===== src/rtl/aes_inv_pkg.sv =====
// Shared definitions for the AES decryption round back-end.
// Contents: FSM state encoding, GF(2^8) helpers for InvMixColumns, and column
// slicing constants.
package aes_inv_pkg;

    // FSM encoding. Kept as plain 2-bit constants so that the unused code
    // 2'b11 can exist and be recovered from.
    typedef logic [1:0] state_t;
    localparam state_t ST_IDLE = 2'd0;
    localparam state_t ST_BUSY = 2'd1;
    localparam state_t ST_DONE = 2'd2;

    // The state holds 4 columns of 4 bytes. Column c is [127-32c -: 32],
    // and byte 0 of a column is its most significant byte.
    localparam int STATE_W  = 128;
    localparam int NUM_COLS = 4;
    localparam int COL_W    = 32;
    localparam int BYTE_W   = 8;

    // Multiply by x in GF(2^8), reduction polynomial 0x11B.
    function automatic logic [7:0] xtime(input logic [7:0] b);
        return {b[6:0], 1'b0} ^ (b[7] ? 8'h1b : 8'h00);
    endfunction

    // General GF(2^8) multiply by shift-and-add. The InvMixColumns
    // coefficients only use the low nibble, but all 8 bits are handled.
    function automatic logic [7:0] gf_mul(input logic [7:0] a, input logic [7:0] c);
        logic [7:0] p;
        logic [7:0] t;
        p = 8'h00;
        t = a;
        for (int i = 0; i < 8; i++) begin
            if (c[i]) p = p ^ t;
            t = xtime(t);
        end
        return p;
    endfunction

endpackage


===== src/rtl/inv_mix_column.sv =====
// InvMixColumns for a single 32-bit column. Purely combinational.
// Byte a0 is col_i[31:24]; output byte b0 is col_o[31:24].
module inv_mix_column
    import aes_inv_pkg::*;
(
    input  logic [COL_W-1:0] col_i,
    output logic [COL_W-1:0] col_o
);

    logic [7:0] a0, a1, a2, a3;
    logic [7:0] b0, b1, b2, b3;

    assign a0 = col_i[31:24];
    assign a1 = col_i[23:16];
    assign a2 = col_i[15:8];
    assign a3 = col_i[7:0];

    // Circulant matrix rows {0e,0b,0d,09} rotated right once per output byte.
    always_comb begin
        b0 = gf_mul(a0, 8'h0e) ^ gf_mul(a1, 8'h0b) ^ gf_mul(a2, 8'h0d) ^ gf_mul(a3, 8'h09);
        b1 = gf_mul(a0, 8'h09) ^ gf_mul(a1, 8'h0e) ^ gf_mul(a2, 8'h0b) ^ gf_mul(a3, 8'h0d);
        b2 = gf_mul(a0, 8'h0d) ^ gf_mul(a1, 8'h09) ^ gf_mul(a2, 8'h0e) ^ gf_mul(a3, 8'h0b);
        b3 = gf_mul(a0, 8'h0b) ^ gf_mul(a1, 8'h0d) ^ gf_mul(a2, 8'h09) ^ gf_mul(a3, 8'h0e);
    end

    assign col_o = {b0, b1, b2, b3};

endmodule


===== src/rtl/inv_addkey_mixcol.sv =====
// Decryption round back-end: AddRoundKey followed by column-serial
// InvMixColumns, COLS_PER_CYCLE columns per clock. A final round (in_last=1)
// leaves the columns untouched.
// Optional build macro INVMIX_FASTPATH_EN: a final round skips the BUSY walk
// and goes straight from IDLE to DONE.
//
// Handshake: a transfer happens on a rising edge where valid and ready are
// both high; the source holds its payload stable while valid is high and
// ready is low. in_ready is high only in IDLE. out_valid/out_data are
// registered and stay stable until out_ready is seen.
module inv_addkey_mixcol
    import aes_inv_pkg::*;
#(
    parameter int SIZE           = 128,
    parameter int COLS_PER_CYCLE = 1
) (
    input  logic            clk,
    input  logic            rst_n,
    input  logic            in_valid,
    output logic            in_ready,
    input  logic [SIZE-1:0] in_data,
    input  logic [SIZE-1:0] in_key,
    input  logic            in_last,
    output logic            out_valid,
    input  logic            out_ready,
    output logic [SIZE-1:0] out_data,
    output logic [1:0]      dbg_state_o
);

    // Reject unsupported configurations at elaboration.
    if (SIZE != STATE_W) begin : g_bad_size
        $error("inv_addkey_mixcol: SIZE must be 128");
    end
    if (COLS_PER_CYCLE != 1 && COLS_PER_CYCLE != 2 && COLS_PER_CYCLE != 4) begin : g_bad_cpc
        $error("inv_addkey_mixcol: COLS_PER_CYCLE must be 1, 2 or 4");
    end

    // Column group stride and the column index at which the last group starts.
    localparam logic [1:0] COL_STEP = 2'(COLS_PER_CYCLE);
    localparam logic [1:0] LAST_COL = 2'(NUM_COLS - COLS_PER_CYCLE);

    state_t          state_q, state_d;
    logic [SIZE-1:0] work_q, work_d;
    logic            last_q, last_d;
    logic [1:0]      col_q, col_d;
    logic            out_valid_q, out_valid_d;
    logic [SIZE-1:0] out_data_q, out_data_d;

    logic [COL_W-1:0] cols_w  [NUM_COLS];
    logic [COL_W-1:0] mix_in  [COLS_PER_CYCLE];
    logic [COL_W-1:0] mix_out [COLS_PER_CYCLE];
    logic [SIZE-1:0]  work_mixed;

    // Split the working state into its four columns.
    always_comb begin
        for (int j = 0; j < NUM_COLS; j++) begin
            cols_w[j] = work_q[SIZE-1-COL_W*j -: COL_W];
        end
    end

    // One InvMixColumns unit per lane; lane k works on column col_q+k.
    for (genvar k = 0; k < COLS_PER_CYCLE; k++) begin : g_lane
        assign mix_in[k] = cols_w[col_q + 2'(k)];
        inv_mix_column u_imc (
            .col_i (mix_in[k]),
            .col_o (mix_out[k])
        );
    end

    // Write the lane results back into the current column group.
    always_comb begin
        work_mixed = work_q;
        for (int j = 0; j < NUM_COLS; j++) begin
            for (int k = 0; k < COLS_PER_CYCLE; k++) begin
                if (2'(j) == col_q + 2'(k)) begin
                    work_mixed[SIZE-1-COL_W*j -: COL_W] = mix_out[k];
                end
            end
        end
    end

    // Next-state logic for the IDLE -> BUSY -> DONE round controller.
    always_comb begin
        state_d     = state_q;
        work_d      = work_q;
        last_d      = last_q;
        col_d       = col_q;
        out_valid_d = out_valid_q;
        out_data_d  = out_data_q;
        case (state_q)
            ST_IDLE: begin
                if (in_valid) begin
                    work_d = in_data ^ in_key;
                    last_d = in_last;
                    col_d  = 2'd0;
`ifdef INVMIX_FASTPATH_EN
                    state_d = in_last ? ST_DONE : ST_BUSY;
`else
                    state_d = ST_BUSY;
`endif
                end
            end
            ST_BUSY: begin
                if (!last_q) work_d = work_mixed;
                if (col_q == LAST_COL) begin
                    col_d   = 2'd0;
                    state_d = ST_DONE;
                end else begin
                    col_d = col_q + COL_STEP;
                end
            end
            ST_DONE: begin
                // First DONE cycle registers the result; later cycles wait
                // for the consumer.
                if (!out_valid_q) begin
                    out_valid_d = 1'b1;
                    out_data_d  = work_q;
                end else if (out_ready) begin
                    out_valid_d = 1'b0;
                    state_d     = ST_IDLE;
                end
            end
            default: begin
                state_d     = ST_IDLE;
                col_d       = 2'd0;
                out_valid_d = 1'b0;
            end
        endcase
    end

    // State registers with asynchronous active-low reset.
    always_ff @(posedge clk or negedge rst_n) begin
        if (!rst_n) begin
            state_q     <= ST_IDLE;
            work_q      <= '0;
            last_q      <= 1'b0;
            col_q       <= 2'd0;
            out_valid_q <= 1'b0;
            out_data_q  <= '0;
        end else begin
            state_q     <= state_d;
            work_q      <= work_d;
            last_q      <= last_d;
            col_q       <= col_d;
            out_valid_q <= out_valid_d;
            out_data_q  <= out_data_d;
        end
    end

    assign in_ready    = (state_q == ST_IDLE);
    assign out_valid   = out_valid_q;
    assign out_data    = out_data_q;
    assign dbg_state_o = state_q;

endmodule


===== config.mk =====
export PLATFORM = sky130hd
export DESIGN_NAME = inv_addkey_mixcol
export DESIGN_NICKNAME = d
export VERILOG_FILES = /design/src/rtl/aes_inv_pkg.sv /design/src/rtl/inv_mix_column.sv /design/src/rtl/inv_addkey_mixcol.sv
export SDC_FILE = /design/constraint.sdc
export NUM_CORES = 1
export LEC_CHECK = 0
export BUFFER_PORTS_ARGS = -buffer_cell sky130_fd_sc_hd__buf_2
export CAP_MARGIN = 20
export CORE_MARGIN = 3
export CORE_UTILIZATION = 54
export DETAILED_ROUTE_END_ITERATION = 10
export PLACE_DENSITY_LB_ADDON = 0.2
export SYNTH_ARGS = -nofsm -noshare
export SYNTH_HDL_FRONTEND = slang
export SYNTH_SLANG_ARGS = --single-unit

===== constraint.sdc =====
create_clock -name clk -period 4.4 [get_ports clk]
set_clock_uncertainty 0.1 [all_clocks]
set_input_delay 0.88 -clock clk [delete_from_list [all_inputs] [get_ports clk]]
set_output_delay 0.88 -clock clk [all_outputs]
set_load 0.03 [all_outputs]

Word-level counts from Yosys, hierarchy flattened. Index checks and enable logic that the tools add are counted.

Flip-flop bits (word level): 262. Input port bits: 261. Logic and storage cells: 127.

Add/sub/neg operators: 1. Magnitude comparators: 1. Equal/unequal tests: 15. Mux-type cells: 33. Bitwise logic cells: 56. Reductions and logical operators: 12.

Operators with widths (number): $xor A8 B8 Y8 (52); $mux W128 (2); $pmux W128 S2 (1); $mux W32 (6); $xor A128 B128 Y128 (1); $bmux W32 S2 (1); $mux W5 (12); $reduce_and A4 Y1 (5); $ne A2 B2 Y1 const B (9); $mux W2 (6); $pmux W2 S3 (2); $reduce_and A2 Y1 (3); $eq A2 B2 Y1 const A (2); $eq A2 B2 Y1 const B (2); $logic_not A2 Y1 (2); $ge A3 B3 Y1 const B (1); $not A2 Y3 (1); $add A2 B1 Y2 const B (1); $eq A1 B2 Y1 const A (1); $eq A2 B1 Y1 const B (1); $mux W1 (2); $not A1 Y1 (2); $pmux W1 S2 (1); $reduce_bool A2 Y1 (1); $reduce_or A2 Y1 (1).

Longest topological paths before layout. Gate-level depths: netlist of run 1.

Word-level depth: 17. Mapped depth: 12. Mapped depth without buffers: 7.

Cells and area by module. Synthesis of run 1 repeated with hierarchy kept, for this count alone.

Cell total of the unflattened synthesis: 1267. Area total of the unflattened synthesis: 15511.1 sq um.

Modules (own cells, without submodules): inv_addkey_mixcol (times used 1, cells each 1053, area each 13147.6 sq um, seq. area each 6556.3 sq um); inv_mix_column (times used 1, cells each 214, area each 2363.5 sq um, seq. area each 0.0 sq um).

Worst setup path after synthesis of run 1. Ideal clock, no wire load.

Path kind: reg-to-reg. From: register col_q[0]. To: register work_q[116], in the netlist cols_w[116]. Setup time: 0.125 ns. Arrival: 2.826 ns. Data required time: 4.175 ns. Slack: 1.349 ns. Cell stages (with the launch flop): 10. Path buffers: 2. Period minus slack after synthesis: 3.051 ns. Path through: dfrtp_1 -> buf_6 -> mux4_2 -> buf_6 -> xnor3_2 -> xor3_2 -> xnor3_2 -> xnor2_2 -> nor2_1 -> o21ai_1.

Longest elaborated chain between the ends: 15. Elaborated cells on any way between the ends: 43. Those cells by class: eq/ne: 1; mux: 17; bitwise: 23; reduce/logical: 2.

RTL lines: start, declared (RTL line inv_addkey_mixcol.sv:45) `logic [1:0] col_q, col_d;`; start signal, assigned (RTL line inv_addkey_mixcol.sv:144) `col_q <= col_d;`; $not A2 Y3 (implied by the code) (RTL line inv_addkey_mixcol.sv:63) `assign mix_in[k] = cols_w[col_q + 2'(k)];`; $bmux W32 S2 (RTL line inv_addkey_mixcol.sv:63); $mux W32 (implied by the code) (2 in a row) (RTL line inv_addkey_mixcol.sv:63); $xor A8 B8 Y8 or $mux W5 (tied branches) (RTL line aes_inv_pkg.sv:22) `return {b[6:0], 1'b0} ^ (b[7] ? 8'h1b : 8'h00);`; $mux W5 or $xor A8 B8 Y8 (tied branches) (RTL line aes_inv_pkg.sv:22); $xor A8 B8 Y8 or $mux W5 (tied branches) (RTL line aes_inv_pkg.sv:22); $xor A8 B8 Y8 (on tied branches) (RTL line aes_inv_pkg.sv:22, aes_inv_pkg.sv:33); $xor A8 B8 Y8 (RTL line aes_inv_pkg.sv:33) `if (c[i]) p = p ^ t;`; $xor A8 B8 Y8 (3 in a row) (RTL line inv_mix_column.sv:21) `b1 = gf_mul(a0, 8'h09) ^ gf_mul(a1, 8'h0e) ^ gf_mul(a2, 8'h0b) ^ gf_mul(a3, 8'h0d);`; $mux W32 (RTL line inv_addkey_mixcol.sv:75) `if (2'(j) == col_q + 2'(k)) begin`; $mux W128 (RTL line inv_addkey_mixcol.sv:104) `if (!last_q) work_d = work_mixed;`; $pmux W128 S2 (RTL line inv_addkey_mixcol.sv:90) `case (state_q)`; end signal, assigned (RTL line inv_addkey_mixcol.sv:142) `work_q <= work_d;`; end, declared (RTL line inv_addkey_mixcol.sv:43) `logic [SIZE-1:0] work_q, work_d;`.

Parallel ways exist; a longest one is shown, timed or not. The select of a mux whose other input is x is not followed. A chain may end at the register's enable or synchronous reset.

Final worst setup path of run 1.
From: register col_q[0]. To: register work_q[51], in the netlist cols_w[51].

Longest elaborated chain between the ends: 15. Elaborated cells on any way between the ends: 42. Those cells by class: eq/ne: 2; mux: 16; bitwise: 23; reduce/logical: 1.

RTL lines (RTL line): $not A2 Y3 (implied by the code) (inv_addkey_mixcol.sv:63); $bmux W32 S2 (inv_addkey_mixcol.sv:63); $mux W32 (implied by the code) (2 in a row) (inv_addkey_mixcol.sv:63); $mux W5 or $xor A8 B8 Y8 (tied branches) (aes_inv_pkg.sv:22); $xor A8 B8 Y8 or $mux W5 (tied branches) (2 in a row) (aes_inv_pkg.sv:22); $xor A8 B8 Y8 (on tied branches) (aes_inv_pkg.sv:22, aes_inv_pkg.sv:33); $xor A8 B8 Y8 (aes_inv_pkg.sv:33); $xor A8 B8 Y8 (3 in a row) (inv_mix_column.sv:21); $mux W32 (inv_addkey_mixcol.sv:75); $mux W128 (inv_addkey_mixcol.sv:104); $pmux W128 S2 (inv_addkey_mixcol.sv:90).

Parallel ways exist; a longest one is shown, timed or not. The select of a mux whose other input is x is not followed.

==> results.json, run 1 <==
{
  "drv_slew": 0,
  "clk_pin_slew_ns": 0.06,
  "worstPathArrival_ns": 4.03,
  "path_buf_inv": 1,
  "grt_pass1_vias": 11150,
  "synth_cell_type_count": 39,
  "worst_setup_path_end_kind": "flop",
  "gp_congestion": 0.9869,
  "dpl.hpwl_microns": 31260,
  "relSlewSlack": 0.3125,
  "ant_nets": 0,
  "finalCriticalPeriod_ns": 3.704,
  "syn_area_per_cell_sq_um": 11.53,
  "h-tree-depth": 1,
  "rsz0062_at_grt": "false",
  "num_vias": 11040,
  "cts_max_path_buffers": 3,
  "drt-total-wl_microns": 42120,
  "nets": 1914,
  "status": "completed",
  "layout-drive-gt1-share": 0.4080,
  "cts_buffers": 28,
  "synth_fp_nets": 1550,
  "core_area_sq_um": 26950,
  "cts_tree": "yes",
  "portBuffers": 392,
  "area_delta_synth_final_pct": 21.89,
  "max_stage_delay_ns": 0.69,
  "drc": 0,
  "firstDrtPassIters": 5,
  "cts_setup_buffers": 0,
  "crit_chain": "buf_4 > mux4_2 > xnor2_4 > xor2_2 > xor3_1 > xnor3_1 > nor2_2 > o21ai_1",
  "ys_seq_elements": 262,
  "crit_family": "XOR/XNOR gates",
  "clkLatencyLatePin_ns": 0.55,
  "hold_class": "input pin to asynchronous set/reset pin",
  "grt_max_degree": 121,
  "finalHoldViolations": 0,
  "yosysSeqAreaShare": 0.4424,
  "worstMarginPinSlew_ns": 1.029,
  "critPathKind": "flop to flop",
  "start_kind": "flop",
  "fill_cells": 2160,
  "die_x_microns": 171.7,
  "clock-sinks": 262,
  "worst_ep_required_time_ns": 4.72,
  "max_clock_freq_mhz": 270.0,
  "diodes": 0,
  "grt_pass1_wl_microns": 64000,
  "tns_ns": 0,
  "cap_violations": 0,
  "yosysWarnings": 0,
  "period_share": 0.8418,
  "cpMaxStageDelayCell": "dfrtp_2",
  "critPathMaxFanout": 14,
  "setup-violations-final": 0,
  "antenna_found_initial": 0,
  "drt-vias-per-instance": 5.491,
  "ios": 393,
  "start_util": 0.5499,
  "cts.repair.resized": 0,
  "syn_inst": 1285,
  "root_buffer": "clkbuf_16",
  "die_h_microns": 171.7,
  "gr-total-overflow": 0,
  "hold_buffers": 0,
  "drt_iter0_markers": 829,
  "post-route-util": 0.6702,
  "rows": 60,
  "track_usage": 0.2811,
  "syn-cell-area_sq_um": 14820,
  "die-area_sq_um": 29470,
  "wire_per_inst_microns": 20.95
}
==> layout by cell type, fill, tap and decap left out, types with 5 or more instances in the layout <==
cell       instances
clkbuf_8           9
mux2_2           130
o21ai_1           36
nor2_2             7
xnor2_2           14
xor2_1           151
nor2_1           101
a21oi_1           75
mux4_2            32
xnor2_1          121
clkbuf_16         29
o21ai_0           40
buf_4             15
nand2_1          116
dfrtp_1          260
a31oi_1           48
xnor3_1           20
xor2_2             5
buf_2            391
a21oi_2           12
==> cell type report <==
| type | instances | area, sq um | share of cell area |
|---|---|---|---|
| Tap cell | 341 | 426.7 | 0.02362 |
| Clock buffer | 40 | 857.1 | 0.04745 |
| Clock inverter | 10 | 135.1 | 0.007481 |
| Inverter | 3 | 11.26 | 0.0006234 |
| Multi-Input combinational cell | 943 | 7910 | 0.4379 |
| Timing Repair Buffer | 411 | 2165 | 0.1198 |
| Sequential cell | 262 | 6559 | 0.3631 |
==> cells by family after synthesis <==
kind of cell | after synthesis | share of synthesized area
xor+xnor | 324 | 0.2342
flops | 262 | 0.4424
simple gates | 235 | 0.06298
compound gates | 218 | 0.08139
mux | 162 | 0.1474
buf+inv | 80 | 0.02820
fa+ha+maj | 4 | 0.003377
==> state kept, by name, summed over array words and instances (netlist names) <==
signal	flops
out_valid	1
out_data	128
cols_w	128
col_q	2
last_q	1
dbg_state_o	2
==> worst paths after layout <==
| check | startpoint | endpoint | slack, ns | depth (start not counted) |
|---|---|---|---|---|
| min in group clk | out_data[13] | out_data[13] | 0.40 | 1 |
| worst min-delay path | rst_n | out_data[91] | 0.32 | 1 |
| worst max-delay path | col_q[0] | cols_w[51] | 0.70 | 8 |
| worst min register to register | out_data[13] | out_data[13] | 0.40 | 1 |
| max in group asynchronous | rst_n | cols_w[90] | 2.94 | 2 |
| worst max register to register | col_q[0] | cols_w[51] | 0.70 | 8 |
==> synthesized netlist by cell type, drive strengths merged <==
cell type    n  area (sq um)
a21oi       91         500.5
a22o         2         17.52
a31oi       48         300.3
buf         24         207.7
clkbuf      53         198.9
clkinv       1         3.750
dfrtp      262          6556
ha           4         50.05
inv          2         7.510
mux2       130          1464
mux4        32         720.7
nand2      119         451.7
nand2b       3         26.27
nand3b       1         7.510
nor2       108         422.9
nor2b        2         12.51
nor3         1         5.000
nor3b        1         7.510
o21ai       76         380.4
o31ai        1         7.510
xnor2      139          1398
xnor3       24         545.5
xor2       157          1431
xor3         4         96.34
==> metrics by stage <==
step / hold slack, ns / worst slack (ns) / instances / area (sq um)
CTS: 0.3548 / 0.6496 / 2009 / 18040
detailed placement: 0.3902 / 0.6679 / 1959 / 17050
finish: 0.3184 / 0.6959 / 2010 / 18060
floorplan: 0.3665 / 1.349 / 1285 / 14820
global placement: 0.3868 / 0.7018 / 1959 / 17050
global route: 0.3829 / 0.5086 / 2010 / 18060
==> routing by layer <==
layer / up-vias / GRT usage / wire [microns]
met4: 0 / 0.05353 / 645
met1: 5413 / 0.3966 / 18160
met3: 52 / 0.03723 / 2626
li1: 5112 / - / -
met2: 460 / 0.4743 / 20680
met5: - / 0 / 0
Power of run 1 is left out: the tool's default activity adds up to more than one toggle a clock period on the data nets, which glitch-free logic cannot reach.
==> run 2, diff against run 1 <==
Clock period 4.4 ns to 3.73 ns, I/O delays scaled along.
==> run 2 against run 1 <==
  * Fmax up 4.1%
  * Design area increased by 0.85%
  * Via count grew 0.83%
  * Die area unchanged
  * Flip-flop and latch count stayed put
  * Sequential share of layout area fell by 0.31 points
  * Setup slack got worse by 0.52 ns
  * Hold slack worse by 0.15 ns
  * Critical path depth unchanged
  * Routed wire length rose by 0.31%
  * First-iteration DRC count up 5.9%
  * Count of clock-buffer cells in the layout decreased by 5
  * Largest cell class unchanged
  * Highest routed layer unchanged
==> results.json, run 2 (synthesis gave the netlist of run 1 again) <==
{
  "hold_ws_ns": 0.1667,
  "fin_ws_ns": 0.1730,
  "finalHoldViolations": 0,
  "final_common_cell": "buf_2",
  "reg2reg_from": "col_q[0]",
  "hold_buffers": 0,
  "die_x_microns": 171.7,
  "gp_congestion": 0.9362,
  "critPathMaxFanout": 21,
  "h-tree-depth": 1,
  "drv_slew": 0,
  "place_worst_setup_slack_ns": 0.2148,
  "critPathKind": "flop to flop",
  "antenna_found_initial": 0,
  "wire_per_inst_microns": 20.91,
  "diodes": 0,
  "gr-total-overflow": 0,
  "worst_ep_required_time_ns": 4.04,
  "die-area_sq_um": 29470,
  "clkLatencyLatePin_ns": 0.55,
  "cts_max_path_buffers": 3,
  "period_share": 0.9536,
  "clock-sinks": 262,
  "die_h_microns": 171.7,
  "cts_tree": "yes",
  "ios": 393,
  "finalCriticalPeriod_ns": 3.557,
  "ant_nets": 0,
  "relSlewSlack": 0.3254,
  "endpoint": "cols_w[83]",
  "grt_pass1_vias": 11380,
  "max_clock_freq_mhz": 281.1,
  "cts.repair.resized": 0,
  "start_kind": "flop",
  "status": "completed",
  "drt-vias-per-instance": 5.509,
  "nets": 1923,
  "worstMarginPinSlew_ns": 1.010,
  "r2r_cells": 8,
  "area_delta_synth_final_pct": 22.93,
  "layout-drive-gt1-share": 0.4116,
  "tns_ns": 0,
  "hold_class": "input pin to asynchronous set/reset pin",
  "cts_setup_buffers": 0,
  "portBuffers": 392,
  "worstPathArrival_ns": 3.86,
  "dpl.hpwl_microns": 31550,
  "track_usage": 0.2831,
  "startpoint": "col_q[0]",
  "clk_pin_slew_ns": 0.07,
  "num_vias": 11130,
  "firstDrtPassIters": 7,
  "fill_cells": 2053,
  "rsz0062_at_grt": "false",
  "r2r_end": "cols_w[83]",
  "final_cell_mix": "buf_2 (391), dfrtp_1 (260), xor2_1 (151), mux2_2 (130), xnor2_1 (121)",
  "drc": 0,
  "setup-violations-final": 0,
  "r2r_slack_ns": 0.17,
  "cap_violations": 0,
  "start_util": 0.5499,
  "core_area_sq_um": 26950,
  "root_buffer": "clkbuf_16",
  "grt_pass1_wl_microns": 64340,
  "worst_setup_path_end_kind": "flop",
  "drt_iter0_markers": 878,
  "rows": 60,
  "grt_max_degree": 96,
  "cts_buffers": 27,
  "drt-total-wl_microns": 42250
}
## run 2: cell types whose count changed in the layout (fill, tap and decap cells not counted), sizes merged
cell / previous run / this run
buf: 411 / 421
clkbuf: 40 / 35
clkinv: 6 / 5
inv: 3 / 4
clkinvlp: 1 / 3
bufinv: 3 / 6
## run 2: worst min-delay path by stage
stage | startpoint | endpoint | slack [ns] | cells after the start
final | rst_n | cols_w[124] | 0.17 | 1
after global routing | rst_n | out_data[100] | 0.19 | 1
after CTS | rst_n | cols_w[124] | 0.17 | 1
after detailed placement | out_data[81] | out_data[81] | 0.39 | 1
after global placement | out_data[123] | out_data[123] | 0.39 | 1
after floorplan | rst_n | col_q[0] | 0.35 | 0
## run 2: through the flow
step,std cells,cell area [sq um],utilization
after detailed placement,1970,17210,0.6385
after floorplan,1285,14820,-
after CTS,2020,18220,0.6760
after global placement,1970,17210,0.6385
after global routing,2020,18220,0.6760
final,2020,18220,0.6760
## run 2: layout make-up
cell class / instances / area (sq um) / share of cell area
clock buffers: 35 / 765.7 / 0.04203
clock inverters: 15 / 242.7 / 0.01332
inverters: 3 / 11.26 / 0.0006181
multi-input cells: 943 / 7910 / 0.4342
flip-flops and latches: 262 / 6559 / 0.3600
well taps: 341 / 426.7 / 0.02342
repair buffers: 421 / 2302 / 0.1264
## run 2: per-layer routing
layer,global-route usage,up-vias,routed length [microns]
met5,0,-,0
met4,0.06893,0,1015
met3,0.04321,77,2946
met2,0.4736,469,20520
met1,0.3927,5456,17770
li1,-,5127,-
## run 2: worst max-delay path: stages (launching register included)
cell and delay, ns:
dfrtp_2 0.64, buf_12 0.26, mux4_2 0.63, xnor2_4 0.41
xor2_2 0.26, xor3_1 0.35, xnor3_1 0.46, nor2_2 0.19
o21ai_1 0.12
Power of run 2 is left out for the same reason.
==> run 3, diff against run 2 <==
Settings changed: CORE_ASPECT_RATIO from default to 1.1.
==> run 3 against run 2 <==
  * Fmax grew 4.5%
  * Non-clock buffer count fell by 11
  * Flip-flop and latch count unchanged
  * Global-route usage decreased by 0.54 points
  * First-iteration DRC count fell by 27%
  * Setup slack better by 0.15 ns
  * Register-to-register slack improved by 0.15 ns
  * Sequential share of layout area up 0.17 points
  * Critical path depth increased by 1
==> results.json, run 3 (synthesis gave the netlist of run 1 again) <==
{
  "h-tree-depth": 1,
  "cts_setup_buffers": 0,
  "worst_ep_required_time_ns": 4.03,
  "clkLatencyLatePin_ns": 0.53,
  "firstDrtPassIters": 5,
  "tns_ns": 0,
  "drt-total-wl_microns": 41400,
  "finalHoldViolations": 0,
  "die-area_sq_um": 29470,
  "diodes": 0,
  "dpl.hpwl_microns": 31090,
  "ant_nets": 0,
  "cts_tree": "yes",
  "num_vias": 11140,
  "wire_per_inst_microns": 20.51,
  "die_h_microns": 179.7,
  "clock-sinks": 262,
  "final_cell_mix": "buf_2 (391), dfrtp_1 (260), xor2_1 (151), mux2_2 (130), xnor2_1 (121)",
  "area_delta_synth_final_pct": 22.34,
  "max_clock_freq_mhz": 293.9,
  "core_area_sq_um": 26530,
  "root_buffer": "clkbuf_16",
  "worstMarginPinSlew_ns": 0.9882,
  "rsz0062_at_grt": "false",
  "ios": 393,
  "critPathMaxFanout": 18,
  "drt_iter0_markers": 642,
  "grt_max_degree": 99,
  "drv_slew": 0,
  "cts_buffers": 26,
  "worstPathArrival_ns": 3.70,
  "finalCriticalPeriod_ns": 3.403,
  "grt_pass1_wl_microns": 64060,
  "final_common_cell": "buf_2",
  "portBuffers": 392,
  "layout-drive-gt1-share": 0.4076,
  "gp_congestion": 0.9883,
  "grt_pass1_vias": 11390,
  "clk_pin_slew_ns": 0.06,
  "status": "completed",
  "nets": 1911,
  "cpMaxStageDelayCell": "mux4_2",
  "relSlewSlack": 0.3396,
  "drc": 0,
  "critPathKind": "flop to flop",
  "start_util": 0.5586,
  "cts.repair.resized": 0,
  "cap_violations": 0,
  "r2r_slack_ns": 0.33,
  "hold_buffers": 0,
  "drt-vias-per-instance": 5.520,
  "antenna_found_initial": 0,
  "period_share": 0.9123,
  "crit_chain": "buf_4 > buf_4 > mux4_2 > xnor3_2 > xor3_2 > xnor3_2 > xnor2_2 > nor2_1 > o21ai_1",
  "start_kind": "flop",
  "hold_class": "input pin to asynchronous set/reset pin",
  "worst_setup_path_end_kind": "flop",
  "max_stage_delay_ns": 0.58,
  "track_usage": 0.2778,
  "rows": 62,
  "gr-total-overflow": 0,
  "fill_cells": 2102,
  "die_x_microns": 164.0,
  "setup-violations-final": 0,
  "cts_max_path_buffers": 3
}
run 3: stage by stage:
stage               cell area (sq um)  hold slack, ns  utilization  std cells  worst slack, ns
finish                          18130          0.1367       0.6834       2018           0.3272
global route                    18130          0.2033       0.6834       2018           0.1769
CTS                             18130          0.1751       0.6834       2018           0.3198
detailed placement              17150          0.3904       0.6465       1970           0.3299
global placement                17150          0.3862       0.6465       1970           0.4163
floorplan                       14820          0.3504            -       1285           0.6792
run 3: per-layer routing:
metal / vias up / share of wire / global-route usage
met2: 464 / 0.51 / 0.4713
met1: 5499 / 0.41 / 0.3769
met4: 0 / 0.024 / 0.07817
met5: - / 0 / 0
li1: 5107 / - / -
met3: 70 / 0.063 / 0.03522
run 3: worst paths after layout:
check,start,endpoint,cells past startpoint
max,col_q[0],cols_w[52],9
max reg2reg,col_q[0],cols_w[52],9
min in group clk,in_last,last_q,2
max in group asynchronous,rst_n,out_data[26],2
min,rst_n,out_data[21],1
min reg2reg,out_data[51],out_data[51],1
run 3: critical path: cells and delay by family (launching register included):
family | cells | cell delay, ns
AND/OR/NAND/NOR | 1 | 0.21
multiplexers | 1 | 0.58
flip-flops | 1 | 0.38
buffers and inverters | 2 | 0.51
XOR/XNOR | 4 | 1.35
AO/OA/AOI/OAI | 1 | 0.12
run 3: area by class of cell:
class | count | area (sq um) | share of cell area
Timing Repair Buffer | 410 | 2232 | 0.1231
Multi-Input combinational cell | 943 | 7910 | 0.4363
Sequential cell | 262 | 6559 | 0.3618
Clock buffer | 36 | 789.5 | 0.04355
Clock inverter | 12 | 187.7 | 0.01035
Tap cell | 352 | 440.4 | 0.02429
Inverter | 3 | 11.26 | 0.0006211
Power of run 3 is left out for the same reason.
